[src/rtl/network_div_pkg.sv]
// Shared widths, saturation limits, FSM encoding and magnitude helper for the sequential signed divider.
package network_div_pkg;

  localparam int unsigned DIVIDEND_W = 30;
  localparam int unsigned DIVISOR_W  = 15;
  localparam int unsigned QUOTIENT_W = 16;
  localparam int unsigned CNT_W      = 5;

  localparam logic signed [QUOTIENT_W-1:0] QMAX = QUOTIENT_W'((1 << (QUOTIENT_W - 1)) - 1);
  localparam logic signed [QUOTIENT_W-1:0] QMIN = QUOTIENT_W'(1 << (QUOTIENT_W - 1));

  // Largest quotient magnitudes that survive saturation, per result sign
  localparam logic [DIVIDEND_W-1:0] QMAG_POS = DIVIDEND_W'((1 << (QUOTIENT_W - 1)) - 1);
  localparam logic [DIVIDEND_W-1:0] QMAG_NEG = DIVIDEND_W'(1 << (QUOTIENT_W - 1));

  typedef enum logic [1:0] {
    IDLE = 2'd0,
    CALC = 2'd1,
    FIX  = 2'd2,
    DONE = 2'd3
  } state_t;

  // Two's-complement magnitude; the most negative value maps onto its unsigned magnitude
  function automatic logic [DIVIDEND_W-1:0] mag(input logic [DIVIDEND_W-1:0] x);
    mag = x[DIVIDEND_W-1] ? (DIVIDEND_W'(0) - x) : x;
  endfunction

endpackage

[src/rtl/network_div_seq_core.sv]
// Unsigned radix-2 restoring iterator: one quotient bit per step, partial remainder kept at divisor width.
module network_div_seq_core
  import network_div_pkg::*;
(
  input  logic                  clk,
  input  logic                  reset,
  input  logic                  ce,
  input  logic                  start,
  input  logic                  step,
  input  logic [DIVIDEND_W-1:0] dvd_mag,
  input  logic [DIVISOR_W-1:0]  dvs_mag,
  output logic [DIVIDEND_W-1:0] quo_mag,
  output logic [DIVISOR_W-1:0]  rem_mag,
  output logic                  last_c
);

  logic [DIVISOR_W-1:0]  prem;
  logic [DIVIDEND_W-1:0] dq;
  logic [DIVISOR_W-1:0]  dvs_r;
  logic [CNT_W-1:0]      cnt;

  logic [DIVISOR_W-1:0]  trial;
  logic [DIVISOR_W-1:0]  diff;
  logic                  ge;

  // Partial remainder stays below the divisor magnitude, so its top bit is free for the shift
  always_comb begin
    trial  = {prem[DIVISOR_W-2:0], dq[DIVIDEND_W-1]};
    ge     = (trial >= dvs_r);
    diff   = trial - dvs_r;
    last_c = step && (cnt == CNT_W'(DIVIDEND_W - 1));
  end

  assign quo_mag = dq;
  assign rem_mag = prem;

  // Dividend bits shift out of the top of dq while quotient bits shift in at the bottom
  always_ff @(posedge clk) begin
    if (!reset) begin
      prem  <= '0;
      dq    <= '0;
      dvs_r <= '0;
      cnt   <= '0;
    end else if (ce) begin
      if (start) begin
        prem  <= '0;
        dq    <= dvd_mag;
        dvs_r <= dvs_mag;
        cnt   <= '0;
      end else if (step) begin
        prem <= ge ? diff : trial;
        dq   <= {dq[DIVIDEND_W-2:0], ge};
        cnt  <= cnt + CNT_W'(1);
      end
    end
  end

endmodule

[src/rtl/network_div_seq_30s_15s_16.sv]
// Sequential signed divider 30s / 15s -> 16s quotient + 15s remainder with sign fix-up and saturation.
module network_div_seq_30s_15s_16
  import network_div_pkg::*;
(
  input  logic                         clk,
  input  logic                         reset,
  input  logic                         ce,
  input  logic                         in_valid,
  output logic                         in_ready,
  input  logic signed [DIVIDEND_W-1:0] dividend,
  input  logic signed [DIVISOR_W-1:0]  divisor,
  output logic                         out_valid,
  input  logic                         out_ready,
  output logic signed [QUOTIENT_W-1:0] quotient,
  output logic signed [DIVISOR_W-1:0]  remainder,
  output logic                         ovf,
  output logic                         dbz
);

  state_t state;

  logic sign_dvd;
  logic sign_dvs;
  logic zero_dvs;

  logic                  start;
  logic                  step;
  logic                  last_c;
  logic [DIVIDEND_W-1:0] dvd_mag;
  logic [DIVIDEND_W-1:0] dvs_wide;
  logic [DIVIDEND_W-1:0] dvs_wide_mag;
  logic [DIVISOR_W-1:0]  dvs_mag;
  logic [DIVIDEND_W-1:0] quo_mag;
  logic [DIVISOR_W-1:0]  rem_mag;

  logic signed [QUOTIENT_W-1:0] q_fix;
  logic signed [DIVISOR_W-1:0]  r_fix;
  logic                         ovf_fix;
  logic                         dbz_fix;
  logic                         q_neg;

  // Divisor is sign-extended so a single magnitude helper covers both operands
  always_comb begin
    dvd_mag      = mag(dividend);
    dvs_wide     = {{(DIVIDEND_W - DIVISOR_W){divisor[DIVISOR_W-1]}}, divisor};
    dvs_wide_mag = mag(dvs_wide);
    dvs_mag      = dvs_wide_mag[DIVISOR_W-1:0];
    start        = (state == IDLE) && in_valid;
    step         = (state == CALC);
  end

  network_div_seq_core u_core (
    .clk     (clk),
    .reset   (reset),
    .ce      (ce),
    .start   (start),
    .step    (step),
    .dvd_mag (dvd_mag),
    .dvs_mag (dvs_mag),
    .quo_mag (quo_mag),
    .rem_mag (rem_mag),
    .last_c  (last_c)
  );

  // Sign fix-up and clamp of the unsigned core result
  always_comb begin
    q_neg   = sign_dvd ^ sign_dvs;
    q_fix   = QUOTIENT_W'(quo_mag);
    r_fix   = sign_dvd ? (DIVISOR_W'(0) - rem_mag) : rem_mag;
    ovf_fix = 1'b0;
    dbz_fix = 1'b0;
    if (zero_dvs) begin
      q_fix   = sign_dvd ? QMIN : QMAX;
      r_fix   = '0;
      ovf_fix = 1'b1;
      dbz_fix = 1'b1;
    end else if (!q_neg) begin
      if (quo_mag > QMAG_POS) begin
        q_fix   = QMAX;
        ovf_fix = 1'b1;
      end
    end else begin
      if (quo_mag > QMAG_NEG) begin
        q_fix   = QMIN;
        ovf_fix = 1'b1;
      end else begin
        q_fix = QUOTIENT_W'(0) - quo_mag[QUOTIENT_W-1:0];
      end
    end
  end

  // Control FSM; handshake flags are registered alongside the state
  always_ff @(posedge clk) begin
    if (!reset) begin
      state     <= IDLE;
      in_ready  <= 1'b1;
      out_valid <= 1'b0;
      quotient  <= '0;
      remainder <= '0;
      ovf       <= 1'b0;
      dbz       <= 1'b0;
      sign_dvd  <= 1'b0;
      sign_dvs  <= 1'b0;
      zero_dvs  <= 1'b0;
    end else if (ce) begin
      case (state)
        IDLE: begin
          if (in_valid) begin
            sign_dvd <= dividend[DIVIDEND_W-1];
            sign_dvs <= divisor[DIVISOR_W-1];
            zero_dvs <= (divisor == '0);
            in_ready <= 1'b0;
            state    <= CALC;
          end
        end
        CALC: begin
          if (last_c) state <= FIX;
        end
        FIX: begin
          quotient  <= q_fix;
          remainder <= r_fix;
          ovf       <= ovf_fix;
          dbz       <= dbz_fix;
          out_valid <= 1'b1;
          state     <= DONE;
        end
        DONE: begin
          if (out_ready) begin
            out_valid <= 1'b0;
            in_ready  <= 1'b1;
            state     <= IDLE;
          end
        end
        default: state <= IDLE;
      endcase
    end
  end

endmodule

[config.mk]
export PLATFORM = sky130hd
export DESIGN_NAME = network_div_seq_30s_15s_16
export DESIGN_NICKNAME = d
export VERILOG_FILES = /design/src/rtl/network_div_pkg.sv /design/src/rtl/network_div_seq_core.sv /design/src/rtl/network_div_seq_30s_15s_16.sv
export SDC_FILE = /design/constraint.sdc
export NUM_CORES = 1
export LEC_CHECK = 0
export ABC_AREA = 1
export BUFFER_PORTS_ARGS = -buffer_cell sky130_fd_sc_hd__buf_2
export CAP_MARGIN = 20
export CORE_MARGIN = 4
export CORE_UTILIZATION = 45
export CTS_CLUSTER_DIAMETER = 50
export DETAILED_ROUTE_END_ITERATION = 7
export GPL_TIMING_DRIVEN = 0
export PLACE_DENSITY = 0.72
export SLEW_MARGIN = 20
export SYNTH_ARGS = -nofsm -noshare
export SYNTH_HDL_FRONTEND = slang
export SYNTH_SLANG_ARGS = --single-unit
[constraint.sdc]
create_clock -name clk -period 2.3 [get_ports clk]
set_input_delay 0.23 -clock clk [delete_from_list [all_inputs] [get_ports clk]]
set_output_delay 0.23 -clock clk [all_outputs]
set_load 0.05 [all_outputs]
==> impl_metrics.json <==
{
  "drt-pass1-iter-count": 5,
  "area_growth_pct": 13.24,
  "power_leakage_nw": 3.826,
  "syn_area_um2": 7407,
  "route.detailed.vias_per_inst": 5.251,
  "synthTopCellsByArea": "dfxtp_1 28%, nand2_1 15%, a21oi_1 8.3%",
  "drtAntennaViolNets": 0,
  "finalHoldViolations": 0,
  "post_route_cells_drive_above_1_share_pct": 13.39,
  "globalRouteOverflowTotal": 0,
  "diode_insertion_count_for_antenna_repair": 0,
  "unrepaired_setup_endpoints_after_global_routing": "no",
  "die-area_um2": 18580,
  "clk-insertion-delay-late_ns": 0.36,
  "period_share_pct": 90.84,
  "start_util_pct": 46.29,
  "finalWeightedCongestion": 0.9188,
  "first_global_vias": 7023,
  "num-fill-cells": 1686,
  "synthDominantAreaCellType": "dfxtp_1",
  "setup_viol": 0,
  "cp.arrival_ns": 2.33,
  "grt_first_pass_wirelength_um": 34510,
  "worst_r2r_startpoint": "state[0]$_SDFFE_PN0P_",
  "pin_count": 85,
  "count_of_flip_flops_with_a_built_in_enable_after_synthesis": 0,
  "dieWidth_um": 136.3,
  "tritoncts": "yes",
  "outcome": "complete, no violations",
  "ys_seq_area_share_pct": 28.38,
  "synthesized_instance_count": 1194,
  "timing.hold.worst.class": "input pin to flop",
  "cp.required_ns": 2.54,
  "ff_latch_area_um2": 2102,
  "synth.ff_latch_count": 105,
  "ir_worst_vdd_uv": 421.0,
  "synth_fa_ha_area_share_pct": 4.493,
  "synth_simple_gate_area_share_pct": 34.61,
  "clock-skew-final_ns": 0.01010,
  "area_fraction_of_the_dominant_cell_type_after_synthesis_pct": 28.38,
  "synth-main-ff-cell": "dfxtp_1",
  "async_flop_share_pct": 0,
  "startpoint_type": "flop",
  "dr_total_vias": 7919,
  "path_max_fanout": 10,
  "worst_min_path_start": "out_ready",
  "synth_cell_type_count": 46,
  "cts_max_level": 3,
  "maxCapViolCount": 0,
  "std_cell_rows": 46,
  "routed_wl_um": 20870,
  "fin_crit_ns": 2.089,
  "setup-tns-final_ns": 0,
  "place_hpwl_um": 16700,
  "post_drt_wl_per_cell_um": 13.84,
  "postLayoutCoreUtil_pct": 52.42,
  "muxShareOfSynthArea_pct": 0,
  "clock_tree.root_cell": "clkbuf_16",
  "floorplan_core_area_um2": 16000,
  "remaining_drcs": 0,
  "grt_start_max_net_pins": 17,
  "worst-slew-pin-transition_ns": 0.8319,
  "antenna_found_initial": 0,
  "main_combinational_cell_family_by_area_after_synthesis": "simple AND/OR/NAND/NOR gates",
  "grt.total_usage_pct": 22.97,
  "synth.avg_cell_area_um2": 6.204,
  "slew_viol_final": 0,
  "finish.net_count": 1363,
  "mappedNetlistNets": 1270,
  "synth_xor_xnor_area_share_pct": 2.247,
  "clkSinkCount": 105,
  "worst-setup-path-type": "flop to flop",
  "cellPowerDensity_nw_per_um2": 761.9,
  "critPathLaunch": "state[0]$_SDFFE_PN0P_",
  "fmaxAchievable_mhz": 478.6,
  "cts_buffers": 9,
  "drt_iter0_drc": 681,
  "synth_area_in_compound_gates_pct": 19.97,
  "timing.critical_path.to_type": "flop",
  "synthesis.yosys.warnings": 0,
  "path_clk_slew_ns": 0.07,
  "multiInputGateArea_um2": 4544,
  "slew-limit-headroom_pct": 44.54,
  "io_buffer_count": 82,
  "dieHeight_um": 136.3,
  "cts_buffer_depth": 2
}
## critical path, stage by stage, from the launching register on
cell and delay, ns:
dfxtp_1 0.37, inv_1 0.09, ha_1 0.23, nand2_1 0.26
nor2_2 0.10, nor2_2 0.22, inv_1 0.09, buf_4 0.18
buf_2 0.18, o21ai_0 0.20, a21oi_1 0.06
## flip-flops by register name, indices dropped and copies added (netlist names)
name,cells
state,2
quotient,16
sign_dvd,1
sign_dvs,1
out_valid,1
dbz,1
u_core.quo_mag,30
in_ready,1
ovf,1
u_core.dvs_r,15
u_core.cnt,5
u_core.rem_mag,15
zero_dvs,1
remainder,15
## path summary, 6_finish.rpt
path	end	slack [ns]	depth (start not counted)
worst max-delay path	u_core.quo_mag[21]$_SDFFE_PN0P_	0.21	10
worst min-delay path	in_ready$_SDFFE_PN1P_	0.14	3
worst max register to register	u_core.quo_mag[21]$_SDFFE_PN0P_	0.21	10
worst min register to register	remainder[12]$_SDFFE_PN0P_	0.46	2
## cell usage after synthesis (12+ instances only)
cell type    n
nand3_1    113
nor2_1     123
inv_1      122
nand2_1    293
o21ai_0    100
clkbuf_1    21
nand4_1     16
nor3_1      12
a21oi_1    123
dfxtp_1    105
ha_1        25
## placed cells by master, fill, tap and decap left out, drive strengths merged, types with 2 or more instances in the layout
cell type	instances
o22ai	9
a31oi	2
o21bai	4
nand2	298
nand3b	3
o21ai	110
xor2	9
nand4	16
or2	6
o31ai	2
o211ai	4
dfxtp	105
nand3	116
clkbuf	38
a21oi	135
ha	25
nor3	16
buf	102
and2	2
xnor2	10
a21boi	3
nor2	137
inv	132
## where the power goes
group / switching [mW] / internal (mW) / leakage (nW) / total [mW]
logic: 1.74 / 0.940 / 2.83 / 2.68
clock network: 0.696 / 0.878 / 0.143 / 1.57
registers: 0.167 / 1.97 / 0.855 / 2.13
## area by class of cell
cell class	instances	area share [%]
clock buffers	12	2.939
inverters	131	5.892
flip-flops and latches	105	25.06
plain buffers	46	3.207
multi-input cells	912	54.18
well taps	216	3.222
clock inverters	4	0.6116
repair buffers	82	4.893
## metrics by stage
step                      hold WS [ns]  cell area [um2]  setup WS [ns]  total power [mW]  cells
after CTS                       0.1311             8386         0.2320             6.404   1508
final                           0.1436             8388         0.2106             6.391   1508
after detailed placement        0.4453             8088         0.2619             4.823   1492
after global placement          0.4412             8088         0.2621             4.785   1492
after global routing            0.1475             8388       0.002502             6.878   1508
after floorplan                 0.3877             7407         0.5429             4.202   1194
## timing repair
action,4_1_cts,5_1_grt
hold buffers,0,0
buffers inserted,0,0
setup endpoints to repair,0,1
resized for setup,0,1
hold endpoints to repair,0,0
## cells by family after synthesis
logic type,after synthesis
AO/OA/AOI/OAI,273
XOR/XNOR,19
adder cells (fa/ha/maj),26
flip-flops,105
buffers and inverters,177
AND/OR/NAND/NOR,594
## layer usage
layer | share of wire (%) | vias to the layer above | track usage, % | routed length, um
met2 | 43 | 229 | 36.49 | 9067
met4 | 1.3 | 0 | 5.095 | 278
met1 | 49 | 3551 | 32.82 | 10120
met3 | 6.7 | 16 | 3.664 | 1398
li1 | - | 4123 | - | -
met5 | 0 | - | 0 | 0
Power figures use the tool's default switching activity.
